$ cat src/rtl/cfu_queue_pkg.sv
// Shared types for the CFU command queue: FSM states and the queued command entry.
package cfu_queue_pkg;

    localparam int unsigned FUNCT7_W = 7;
    localparam int unsigned DATA_W   = 32;

    typedef enum logic [2:0] {
        StIdle,
        StRspPost,
        StDrain,
        StIssue,
        StWait,
        StRspRead
    } state_e;

    typedef struct packed {
        logic [FUNCT7_W-1:0] funct7;
        logic [DATA_W-1:0]   inp0;
        logic [DATA_W-1:0]   inp1;
    } cmd_entry_t;

endpackage

$ cat src/rtl/cfu_cmd_queue_if.sv
// CPU command/response channel plus core issue/return channel of the CFU command queue.
// The slave modport is the queue's view; master is the surrounding CPU/core environment.
interface cfu_cmd_queue_if;
    import cfu_queue_pkg::*;

    logic                cmd_valid;
    logic                cmd_ready;
    logic [9:0]          cmd_payload_function_id;
    logic [DATA_W-1:0]   cmd_payload_inputs_0;
    logic [DATA_W-1:0]   cmd_payload_inputs_1;
    logic                rsp_valid;
    logic                rsp_ready;
    logic [DATA_W-1:0]   rsp_payload_outputs_0;
    logic                core_cmd_valid;
    logic                core_cmd_ready;
    logic [FUNCT7_W-1:0] core_funct7;
    logic [DATA_W-1:0]   core_inp0;
    logic [DATA_W-1:0]   core_inp1;
    logic [DATA_W-1:0]   core_ret;
    logic                core_ret_valid;

    modport slave (
        input  cmd_valid, cmd_payload_function_id, cmd_payload_inputs_0, cmd_payload_inputs_1,
        input  rsp_ready, core_cmd_ready, core_ret, core_ret_valid,
        output cmd_ready, rsp_valid, rsp_payload_outputs_0,
        output core_cmd_valid, core_funct7, core_inp0, core_inp1
    );

    modport master (
        output cmd_valid, cmd_payload_function_id, cmd_payload_inputs_0, cmd_payload_inputs_1,
        output rsp_ready, core_cmd_ready, core_ret, core_ret_valid,
        input  cmd_ready, rsp_valid, rsp_payload_outputs_0,
        input  core_cmd_valid, core_funct7, core_inp0, core_inp1
    );

endinterface

$ cat src/rtl/cfu_cmd_fifo.sv
// Synchronous FIFO of command entries with binary pointers and an occupancy count.
module cfu_cmd_fifo
    import cfu_queue_pkg::*;
#(
    parameter int unsigned DEPTH = 4,
    localparam int unsigned PtrW = (DEPTH > 1) ? $clog2(DEPTH) : 1,
    localparam int unsigned CntW = $clog2(DEPTH + 1)
) (
    input  logic            clk,
    input  logic            reset_n,
    input  logic            push_i,
    input  cmd_entry_t      wdata_i,
    input  logic            pop_i,
    output cmd_entry_t      rdata_o,
    output logic            full_o,
    output logic            empty_o,
    output logic [CntW-1:0] count_o
);

    cmd_entry_t      mem_q [DEPTH];
    logic [PtrW-1:0] wr_ptr_q, wr_ptr_d;
    logic [PtrW-1:0] rd_ptr_q, rd_ptr_d;
    logic [CntW-1:0] count_q, count_d;
    logic            do_push, do_pop;

    assign full_o  = (count_q == CntW'(DEPTH));
    assign empty_o = (count_q == '0);
    assign count_o = count_q;
    assign rdata_o = mem_q[rd_ptr_q];

    // A pop never frees room for a same-cycle push: push is gated on the registered full.
    assign do_push = push_i && !full_o;
    assign do_pop  = pop_i && !empty_o;

    always_comb begin
        wr_ptr_d = wr_ptr_q;
        rd_ptr_d = rd_ptr_q;
        count_d  = count_q;
        if (do_push) wr_ptr_d = wr_ptr_q + PtrW'(1);
        if (do_pop)  rd_ptr_d = rd_ptr_q + PtrW'(1);
        case ({do_push, do_pop})
            2'b10:   count_d = count_q + CntW'(1);
            2'b01:   count_d = count_q - CntW'(1);
            default: count_d = count_q;
        endcase
    end

    always_ff @(posedge clk or negedge reset_n) begin
        if (!reset_n) begin
            wr_ptr_q <= '0;
            rd_ptr_q <= '0;
            count_q  <= '0;
        end else begin
            wr_ptr_q <= wr_ptr_d;
            rd_ptr_q <= rd_ptr_d;
            count_q  <= count_d;
        end
    end

    always_ff @(posedge clk) begin
        if (do_push) mem_q[wr_ptr_q] <= wdata_i;
    end

endmodule

$ cat src/rtl/cfu_cmd_queue.sv
// CFU command queue: posted commands are acked at once and buffered; reads drain, issue, return.
// Optional CFU_QUEUE_STATS_EN adds posted/stall counters readable through STAT_FUNCT7.
module cfu_cmd_queue
    import cfu_queue_pkg::*;
#(
    parameter int unsigned        DEPTH       = 4,
`ifdef CFU_QUEUE_STATS_EN
    parameter logic [FUNCT7_W-1:0] STAT_FUNCT7 = 7'd127,
`endif
    parameter logic [FUNCT7_W-1:0] READ_FUNCT7 = 7'd1
) (
    input logic            clk,
    input logic            reset_n,
    cfu_cmd_queue_if.slave bus
);

    localparam int unsigned CntW = $clog2(DEPTH + 1);

    state_e              state_q, state_d;
    cmd_entry_t          hold_q, hold_d;
    logic [DATA_W-1:0]   ret_q, ret_d;
    cmd_entry_t          cmd_in, fifo_head, core_entry;
    logic                fifo_full, fifo_empty, push, pop;
    logic [CntW-1:0]     unused_fifo_count;
    logic [FUNCT7_W-1:0] funct7;
    logic                accept, is_read, is_stat;
    logic                unused_fid;

    assign funct7     = bus.cmd_payload_function_id[9:3];
    assign unused_fid = ^bus.cmd_payload_function_id[2:0];
    assign cmd_in     = '{funct7: funct7,
                          inp0:   bus.cmd_payload_inputs_0,
                          inp1:   bus.cmd_payload_inputs_1};

    assign bus.cmd_ready = (state_q == StIdle) && !fifo_full;
    assign accept        = bus.cmd_valid && bus.cmd_ready;
    assign is_read       = (funct7 == READ_FUNCT7);
    assign push          = accept && !is_read && !is_stat;
    assign pop           = !fifo_empty && bus.core_cmd_ready;

    cfu_cmd_fifo #(
        .DEPTH (DEPTH)
    ) u_fifo (
        .clk     (clk),
        .reset_n (reset_n),
        .push_i  (push),
        .wdata_i (cmd_in),
        .pop_i   (pop),
        .rdata_o (fifo_head),
        .full_o  (fifo_full),
        .empty_o (fifo_empty),
        .count_o (unused_fifo_count)
    );

    // Queued entries always go first; the held read is only presented once the FIFO is empty.
    always_comb begin
        core_entry         = '0;
        bus.core_cmd_valid = 1'b0;
        if (!fifo_empty) begin
            core_entry         = fifo_head;
            bus.core_cmd_valid = 1'b1;
        end else if (state_q == StIssue) begin
            core_entry         = hold_q;
            bus.core_cmd_valid = 1'b1;
        end
    end

    assign bus.core_funct7 = core_entry.funct7;
    assign bus.core_inp0   = core_entry.inp0;
    assign bus.core_inp1   = core_entry.inp1;

    assign bus.rsp_valid             = (state_q == StRspPost) || (state_q == StRspRead);
    assign bus.rsp_payload_outputs_0 = (state_q == StRspRead) ? ret_q : '0;

`ifdef CFU_QUEUE_STATS_EN
    logic [DATA_W-1:0] posted_cnt_q, posted_cnt_d;
    logic [DATA_W-1:0] stall_cnt_q, stall_cnt_d;
    logic [DATA_W-1:0] stat_val;

    assign is_stat  = (funct7 == STAT_FUNCT7);
    assign stat_val = bus.cmd_payload_inputs_0[0] ? stall_cnt_q : posted_cnt_q;

    always_comb begin
        posted_cnt_d = posted_cnt_q;
        stall_cnt_d  = stall_cnt_q;
        if (push && (posted_cnt_q != '1)) posted_cnt_d = posted_cnt_q + DATA_W'(1);
        if (bus.cmd_valid && !bus.cmd_ready && (stall_cnt_q != '1)) begin
            stall_cnt_d = stall_cnt_q + DATA_W'(1);
        end
        // The read value is captured from the old counts, so clearing here is "after the read".
        if (accept && is_stat && bus.cmd_payload_inputs_1[0]) begin
            posted_cnt_d = '0;
            stall_cnt_d  = '0;
        end
    end

    always_ff @(posedge clk or negedge reset_n) begin
        if (!reset_n) begin
            posted_cnt_q <= '0;
            stall_cnt_q  <= '0;
        end else begin
            posted_cnt_q <= posted_cnt_d;
            stall_cnt_q  <= stall_cnt_d;
        end
    end
`else
    logic [DATA_W-1:0] stat_val;

    assign is_stat  = 1'b0;
    assign stat_val = '0;
`endif

    always_comb begin
        state_d = state_q;
        hold_d  = hold_q;
        ret_d   = ret_q;
        unique case (state_q)
            StIdle: begin
                if (accept) begin
                    if (is_stat) begin
                        ret_d   = stat_val;
                        state_d = StRspRead;
                    end else if (is_read) begin
                        hold_d  = cmd_in;
                        state_d = StDrain;
                    end else begin
                        state_d = StRspPost;
                    end
                end
            end
            StRspPost: if (bus.rsp_ready) state_d = StIdle;
            StDrain:   if (fifo_empty) state_d = StIssue;
            StIssue:   if (bus.core_cmd_ready) state_d = StWait;
            StWait: begin
                if (bus.core_ret_valid) begin
                    ret_d   = bus.core_ret;
                    state_d = StRspRead;
                end
            end
            StRspRead: if (bus.rsp_ready) state_d = StIdle;
            default:   state_d = StIdle;
        endcase
    end

    always_ff @(posedge clk or negedge reset_n) begin
        if (!reset_n) begin
            state_q <= StIdle;
            hold_q  <= '0;
            ret_q   <= '0;
        end else begin
            state_q <= state_d;
            hold_q  <= hold_d;
            ret_q   <= ret_d;
        end
    end

endmodule

$ cat src/flat_wrapper.sv
// flat-port wrapper written by rule: the top's interface ports become plain ports
module cfu_cmd_queue_flat import cfu_queue_pkg::*;
#(
    parameter int unsigned        DEPTH       = 4,

    parameter logic [FUNCT7_W-1:0] READ_FUNCT7 = 7'd1
)
  (clk, reset_n, bus_cmd_valid, bus_cmd_payload_function_id, bus_cmd_payload_inputs_0, bus_cmd_payload_inputs_1, bus_rsp_ready, bus_core_cmd_ready, bus_core_ret, bus_core_ret_valid, bus_cmd_ready, bus_rsp_valid, bus_rsp_payload_outputs_0, bus_core_cmd_valid, bus_core_funct7, bus_core_inp0, bus_core_inp1);
  cfu_cmd_queue_if bus_i ();
  input logic clk;
  input logic reset_n;
  input wire logic [$bits(bus_i.cmd_valid)-1:0] bus_cmd_valid;
  input wire logic [$bits(bus_i.cmd_payload_function_id)-1:0] bus_cmd_payload_function_id;
  input wire logic [$bits(bus_i.cmd_payload_inputs_0)-1:0] bus_cmd_payload_inputs_0;
  input wire logic [$bits(bus_i.cmd_payload_inputs_1)-1:0] bus_cmd_payload_inputs_1;
  input wire logic [$bits(bus_i.rsp_ready)-1:0] bus_rsp_ready;
  input wire logic [$bits(bus_i.core_cmd_ready)-1:0] bus_core_cmd_ready;
  input wire logic [$bits(bus_i.core_ret)-1:0] bus_core_ret;
  input wire logic [$bits(bus_i.core_ret_valid)-1:0] bus_core_ret_valid;
  output wire logic [$bits(bus_i.cmd_ready)-1:0] bus_cmd_ready;
  output wire logic [$bits(bus_i.rsp_valid)-1:0] bus_rsp_valid;
  output wire logic [$bits(bus_i.rsp_payload_outputs_0)-1:0] bus_rsp_payload_outputs_0;
  output wire logic [$bits(bus_i.core_cmd_valid)-1:0] bus_core_cmd_valid;
  output wire logic [$bits(bus_i.core_funct7)-1:0] bus_core_funct7;
  output wire logic [$bits(bus_i.core_inp0)-1:0] bus_core_inp0;
  output wire logic [$bits(bus_i.core_inp1)-1:0] bus_core_inp1;
  assign bus_i.cmd_valid = bus_cmd_valid;
  assign bus_i.cmd_payload_function_id = bus_cmd_payload_function_id;
  assign bus_i.cmd_payload_inputs_0 = bus_cmd_payload_inputs_0;
  assign bus_i.cmd_payload_inputs_1 = bus_cmd_payload_inputs_1;
  assign bus_i.rsp_ready = bus_rsp_ready;
  assign bus_i.core_cmd_ready = bus_core_cmd_ready;
  assign bus_i.core_ret = bus_core_ret;
  assign bus_i.core_ret_valid = bus_core_ret_valid;
  assign bus_cmd_ready = bus_i.cmd_ready;
  assign bus_rsp_valid = bus_i.rsp_valid;
  assign bus_rsp_payload_outputs_0 = bus_i.rsp_payload_outputs_0;
  assign bus_core_cmd_valid = bus_i.core_cmd_valid;
  assign bus_core_funct7 = bus_i.core_funct7;
  assign bus_core_inp0 = bus_i.core_inp0;
  assign bus_core_inp1 = bus_i.core_inp1;
  cfu_cmd_queue #(.DEPTH(DEPTH), .READ_FUNCT7(READ_FUNCT7)) u_core (.clk(clk), .reset_n(reset_n), .bus(bus_i));
endmodule
$ cat config.mk
export PLATFORM = sky130hd
export DESIGN_NAME = cfu_cmd_queue_flat
export DESIGN_NICKNAME = d
export VERILOG_FILES = /design/src/rtl/cfu_queue_pkg.sv /design/src/rtl/cfu_cmd_queue_if.sv /design/src/rtl/cfu_cmd_fifo.sv /design/src/rtl/cfu_cmd_queue.sv /design/src/flat_wrapper.sv
export SDC_FILE = /design/constraint.sdc
export NUM_CORES = 1
export LEC_CHECK = 0
export BUFFER_PORTS_ARGS = -buffer_cell sky130_fd_sc_hd__buf_2
export CAP_MARGIN = 20
export CORE_ASPECT_RATIO = 1.1
export CORE_MARGIN = 10
export CORE_UTILIZATION = 62
export DETAILED_ROUTE_END_ITERATION = 10
export PLACE_DENSITY = 0.85
export SYNTH_ARGS = -nofsm -noshare
export SYNTH_HDL_FRONTEND = slang
export SYNTH_SLANG_ARGS = --single-unit
export TNS_END_PERCENT = 10
$ cat constraint.sdc
create_clock -name clk -period 10.4 [get_ports clk]
set_clock_uncertainty 0.1 [all_clocks]
set_input_delay 3.12 -clock clk [delete_from_list [all_inputs] [get_ports clk]]
set_output_delay 3.12 -clock clk [all_outputs]
set_load 0.02 [all_outputs]
==> results of run 1 <==
cells by family after synthesis:
| logic type | Yosys count | share of synthesized area |
|---|---|---|
| mux | 169 | 0.184 |
| buf+inv | 58 | 0.0230 |
| compound gates | 78 | 0.0426 |
| xor+xnor | 6 | 0.00331 |
| flops | 397 | 0.715 |
| simple gates | 67 | 0.0262 |
| fa+ha+maj | 6 | 0.00520 |
routing by layer:
metal / up-vias / GRT usage
met1: 4283 / 0.257
met4: 0 / 0.0670
met2: 269 / 0.361
met3: 46 / 0.0410
met5: - / 0
li1: 3565 / -
cells in the mapped netlist (all sizes together), types with 3 or more instances:
master  number  area, µm²
nor2b        7       43.8
xnor2        3       26.3
a22o        71        622
ha           5       62.6
nor3b        3       27.5
clkbuf      21       78.8
mux4        71       1600
edfxtp     284       8530
and2        37        231
xor2         3       26.3
mux2        97       1320
inv          9       33.8
nor2         7       26.3
dfrtp      113       2830
buf         28        253
stage by stage:
stage,utilization,std cells,setup WS [ns]
floorplan,-,781,4.55
global placement,0.680,1303,4.40
detailed placement,0.680,1303,4.38
CTS,0.733,1374,3.80
global route,0.734,1380,3.66
finish,0.734,1380,3.86
layout make-up:
class                           instances  area, µm²  area share
Inverter                                9       33.8     0.00182
Antenna cell                            5       12.5    0.000675
Tap cell                              346        433      0.0233
Clock buffer                           50       1080      0.0582
Timing Repair Buffer                  226       1180      0.0638
Clock inverter                         21        255      0.0138
Multi-Input combinational cell        326       4180       0.226
Sequential cell                       397      11400       0.613
placed cells by master, fill, tap and decap left out, drive strengths merged, types with 2 or more instances in the layout:
cell type	synthesis	layout
edfxtp	284	284
buf	28	226
dfrtp	113	113
mux2	97	97
mux4	71	71
a22o	71	71
clkbuf	21	50
and2	37	37
clkinv	0	13
inv	9	9
nor2b	7	7
nor2	7	7
bufinv	0	6
diode	0	5
ha	5	5
xnor2	3	3
xor2	3	3
nor3b	3	3
nand3b	2	2
nand2	2	2
clkinvlp	0	2
nor3	2	2
registers in the layout (all words and copies together) (netlist names):
register and flops:
u_core.ret_q 32, u_core.u_fifo.rd_ptr_q 2, u_core.u_fifo.count_o 3, u_core.state_q 3
u_core.u_fifo.wr_ptr_q 2, u_core.hold_q 71, u_core.u_fifo.mem_q 284
final timing paths:
| kind | endpoint | slack (ns) | cells past startpoint |
|---|---|---|---|
| setup / recovery | bus_core_inp0[0] | 3.86 | 5 |
| hold / removal | u_core.ret_q[7] | 0.40 | 1 |
| setup reg to reg | u_core.u_fifo.mem_q[2][40] | 7.46 | 5 |
| hold reg to reg | u_core.ret_q[7] | 0.40 | 1 |
| max in group asynchronous | u_core.u_fifo.rd_ptr_q[1] | 6.11 | 2 |
| min in group asynchronous | u_core.hold_q[1] | 2.57 | 1 |
power by group:
group,switching [mW],internal [mW]
logic,0.816,0.673
clock network,0.568,0.883
registers,0.150,1.96
total,1.53,3.52
==> results.md, run 1 <==
- Run status: finished, final reports clean
- Syn_nets: 899
- Placed cell area: 17200 µm²
- Number of buffers added for setup after CTS: 0
- Fillers: 1454
- Final HPWL DP: 19.7 mm
- Distinct cells, synth: 41
- Crit-path slowest cell: nor2_4
- CP arrival: 3.32 ns
- Critical path endpoint category: primary output
- Grt total ovfl: 0
- Static Leak: 7.45 nW
- All-layer global routing usage: 0.208
- Count of final setup violators: 0
- Vias/cell: 5.92
- DR top layer: met4
- Worst hold start: u_core.ret_q[7]
- M1 WL: 13.3 mm
- Share of cells above drive strength 1: 0.453
- Clk slew on worst S/H paths: 0.06 ns
- Antenna violations before repair: 5
- H-tree levels: 2
- Post-synthesis cell area: 15900 µm²
- GP Congestion: 0.742
- Hold Crit Class: reg -> reg
- Longest Clk Path Bufs: 3
- Fin nets: 1117
- Drt drc: 0
- FMAX: 0.153 GHz
- Mean Syn Cell Area: 20.3 µm²
- VDD IR-drop max: 0.204 mV
- Worst slew pin tran: 0.991 ns
- Min Clock Period, post-route: 6.54 ns
- Post-Route WL: 33.7 mm
- Setup TNS Final: 0 ns
- Vias in the first global route: 9145
- DR iter-0 viols: 619
- Largest net degree at the start of global routing: 75
- Post_cts resized: 0
- Unrepaired setup endpoints after global routing: no
- PD cells: 273 nW/µm²
- Post-CTS Hold Buffers: 0
- CTS Sinks: 397
- Hold_ws: 0.399 ns
- Fin crit share: 0.629
- First drt pass iteration count: 4
- Critical-path maximum fanout: 41
- Worst-Skew Late Latency: 0.51 ns
- Crit Path Category: reg -> out
- Initial core utilization: 0.628
- Worst Setup Start Kind: flop
- First-pass GRT wire length: 53.0 mm
- I/O Pins: 218
- Worst r2r src: u_core.state_q[1]
- CTS Buf Count: 39
- Chip Width: 173 µm
- Placeable Area: 25300 µm²
- Seq/Total Area, Yosys: 0.715
- CTS tree: built
- Top delay family on crit path: simple AND/OR/NAND/NOR gates
- Yosys warns: 0
- Antenna-violating nets left: 0
- Slew margin rel.: 0.339
- Ordered cell list for the critical path: or3_2 -> nor2_4 -> buf_4 -> a22o_1 -> buf_2
- Tot Pwr: 5.05 mW
- Die ar.: 32400 µm²
- Finished Cell Area: 18500 µm²
- Max cap viols: 0
- Syn Inst Count: 781
- Final Hold Viols: 0
- Routed len/inst: 24.4 µm
- CTS Root Cell: clkbuf_16
- Buf/Inv on CP: 2
- Chip height: 188 µm
- Vias: 8163
- # port buffers: 214
- Crit. Startpoint: u_core.u_fifo.count_o[1]
- Yosys reg bits: 397
- P&R area growth vs syn: 16.8%
- Critical Path RT: 7.18 ns
- EDFF count, synth: 284
- Met2 wire length: 17.7 mm
- Row Count: 61
- Share of synthesized registers carrying an async set or reset: 0.285
- Slew Limit Fails: 0
- Routed length on met3: 2.03 mm
- CP max stage delay: 0.78 ns
- Primary FF master, synth: edfxtp_1
(Power assumes the default switching activity.)
==> inputs of run 2 (changes only) <==
--- a/config.mk
+++ b/config.mk
@@ -9,9 +9,9 @@
 export CAP_MARGIN = 20
 export CORE_ASPECT_RATIO = 1.1
 export CORE_MARGIN = 10
-export CORE_UTILIZATION = 62
+export CORE_UTILIZATION = 52
 export DETAILED_ROUTE_END_ITERATION = 10
-export PLACE_DENSITY = 0.85
+export PLACE_DENSITY = 0.76
 export SYNTH_ARGS = -nofsm -noshare
 export SYNTH_HDL_FRONTEND = slang
 export SYNTH_SLANG_ARGS = --single-unit
==> constraint.sdc (replaced) <==
create_clock -name clk -period 5.3 [get_ports clk]
set_clock_uncertainty 0.1 [all_clocks]
set_input_delay 1.59 -clock clk [delete_from_list [all_inputs] [get_ports clk]]
set_output_delay 1.59 -clock clk [all_outputs]
set_load 0.02 [all_outputs]
==> run 2 against run 1 <==
Flip-flop and latch count unchanged. Count of clock-buffer cells in the layout unchanged. First-iteration DRC count decreased by 22%. Final cell count increased by 4.9%. Non-clock buffer count increased by 2. Sequential power increased by 96%. Global-route usage decreased by 3.2 points. Die area increased by 17%. Core utilization decreased by 12 points. Critical path type unchanged. Largest cell class unchanged.
==> results.md, run 2 (synthesis gave the netlist of run 1 again) <==
- Run status: finished, final reports clean (unchanged)
- Fin nets: 1120 (was 1117)
- Vias in the first global route: 8851 (was 9145)
- Placeable Area: 30300 µm² (was 25300 µm²)
- Placed cell area: 17400 µm² (was 17200 µm²)
- Final Hold Viols: 0 (unchanged)
- Place WS: 1.27 ns (was 4.38 ns)
- CTS Root Cell: clkbuf_16 (unchanged)
- Hold_ws: 0.369 ns (was 0.399 ns)
- H-tree levels: 2 (unchanged)
- Int Power: 6.84 mW (was 3.52 mW)
- Slew margin rel.: 0.363 (was 0.339)
- Reg-to-reg endpoint: u_core.u_fifo.count_o[2] (was u_core.u_fifo.mem_q[2][40])
- Sw Ratio: 0.308 (was 0.304)
- Logic pwr share: 0.301 (was 0.295)
- Critical Path RT: 3.61 ns (was 7.18 ns)
- Largest net degree at the start of global routing: 92 (was 75)
- CTS Sinks: 397 (unchanged)
- Final HPWL DP: 19.9 mm (was 19.7 mm)
- Number of buffers added for setup after CTS: 0 (unchanged)
- Final core utilization: 0.617 (was 0.734)
- Antenna violations before repair: 1 (was 5)
- Worst r2r src: u_core.u_fifo.count_o[0] (was u_core.state_q[1])
- Slew Limit Fails: 0 (unchanged)
- Worst Setup Start Kind: flop (unchanged)
- Initial core utilization: 0.525 (was 0.628)
- CTS Buf Count: 40 (was 39)
- Chip Width: 187 µm (was 173 µm)
- Worst Hold End: u_core.hold_q[64] (was u_core.ret_q[7])
- All-layer global routing usage: 0.176 (was 0.208)
- Commonest non-fill, non-tap cell in the layout: edfxtp_1 (unchanged)
- PD cells: 529 nW/µm² (was 273 nW/µm²)
- Clock share of power: 0.280 (was 0.287)
- P_sw: 3.04 mW (was 1.53 mW)
- Setup TNS Final: 0 ns (unchanged)
- Post-CTS Hold Buffers: 0 (unchanged)
- First-pass GRT wire length: 52.4 mm (was 53.0 mm)
- Min Clock Period, post-route: 4.48 ns
- Clk slew on worst S/H paths: 0.06 ns (about the same)
- Vias/cell: 5.60 (was 5.92)
- GP Congestion: 0.703 (was 0.742)
- # port buffers: 214 (unchanged)
- Count of final setup violators: 0 (unchanged)
- Fin crit share: 0.845
- Unrepaired setup endpoints after global routing: no (unchanged)
- FMAX: 0.223 GHz
- Largest regs: u_core.u_fifo.mem_q (284), u_core.hold_q (71), u_core.ret_q (32) (unchanged)
- Post_cts resized: 0 (unchanged)
- First drt pass iteration count: 5 (was 4)
- Worst Setup Slack, final: 0.819 ns (was 3.86 ns)
- Critical path endpoint category: primary output (unchanged)
- Antenna-violating nets left: 0 (unchanged)
- Cells on Worst Hold Path: 1 (unchanged)
- R2r setup slk: 2.26 ns (was 7.46 ns)
- Die ar.: 37900 µm² (was 32400 µm²)
- Max reg flops: 284 (unchanged)
- Grt total ovfl: 0 (unchanged)
- VDD IR-drop max: 0.387 mV (was 0.204 mV)
- # diodes: 0 (was 5)
- Longest Clk Path Bufs: 3 (unchanged)
- Worst-Skew Late Latency: 0.52 ns (was 0.51 ns)
- I/O Pins: 218 (unchanged)
- Worst-case reg-to-reg path depth: 9 (was 5)
- Finished Cell Area: 18700 µm² (was 18500 µm²)
- Crit Path Category: reg -> out (unchanged)
- Routed len/inst: 23.2 µm (was 24.4 µm)
- Share of cells above drive strength 1: 0.453 (about the same)
- Post-Route WL: 33.6 mm (was 33.7 mm)
- Share of power burned in registers: 0.419 (was 0.418)
- Hold Crit Class: reg -> reg (unchanged)
- Max cap viols: 0 (unchanged)
- Drt drc: 0 (unchanged)
- Worst hold start: u_core.hold_q[64] (was u_core.ret_q[7])
- Most flops, register: u_core.u_fifo.mem_q (unchanged)
- Worst slew pin tran: 0.956 ns (was 0.991 ns)
- P&R area growth vs syn: 17.6% (was 16.8%)
- Static Leak: 7.47 nW (was 7.45 nW)
- CP arrival: 2.79 ns (was 3.32 ns)
- Chip height: 203 µm (was 188 µm)
- CTS tree: built (unchanged)
- Commonest cells after routing, fill and taps aside: 284 x edfxtp_1, 213 x buf_2, 111 x dfrtp_1 (unchanged)
- Vias: 8109 (was 8163)
- Row Count: 67 (was 61)
- Critical-path maximum fanout: 41 (unchanged)
- DR iter-0 viols: 482 (was 619)
[run 2: final cells by class]
class,instances,area (µm²)
Clock buffer,50,1080
Inverter,9,33.8
Tap cell,414,518
Clock inverter,24,223
Fill cell,2166,11600
Timing Repair Buffer,228,1270
Sequential cell,397,11400
Multi-Input combinational cell,326,4190
[run 2: metrics by stage]
stage	cells	power, mW
floorplan	781	6.20
global placement	1374	7.18
detailed placement	1374	7.24
CTS	1448	10.0
global route	1448	10.4
finish	1448	9.89
[run 2: critical path: stages (launching register included)]
cell and delay, ns:
dfrtp_1 0.42, or3_4 0.64, nor2_4 0.18, buf_4 0.50
a22o_1 0.29, buf_2 0.18
[run 2: how the worst max path moves through the flow]
stage | start | endpoint | slack, ns
floorplan | bus_cmd_payload_function_id[8] | u_core.u_fifo.mem_q[0][0] | 0.98
global placement | bus_cmd_payload_function_id[8] | u_core.u_fifo.count_o[2] | 1.30
detailed placement | bus_cmd_payload_function_id[8] | u_core.u_fifo.count_o[2] | 1.27
CTS | u_core.u_fifo.rd_ptr_q[0] | bus_core_inp0[11] | 0.74
global route | u_core.u_fifo.rd_ptr_q[0] | bus_core_inp0[21] | 0.65
finish | u_core.u_fifo.count_o[0] | bus_core_inp0[29] | 0.82
[run 2: routing by layer]
layer / global-route usage / wire [µm]
met1: 0.222 / 13700
met2: 0.306 / 17400
met3: 0.0354 / 1890
met4: 0.0455 / 578
met5: 0 / 13
[run 2: power by group through the flow]
| stage | combinational, mW | sequential, mW | clock, mW |
|---|---|---|---|
| after floorplan | 2.17 | 4.02 | 0 |
| after global placement | 2.99 | 4.18 | 0 |
| after detailed placement | 3.03 | 4.22 | 0 |
| after CTS | 3.05 | 4.15 | 2.83 |
| after global routing | 3.18 | 4.20 | 2.97 |
| final | 2.98 | 4.14 | 2.77 |
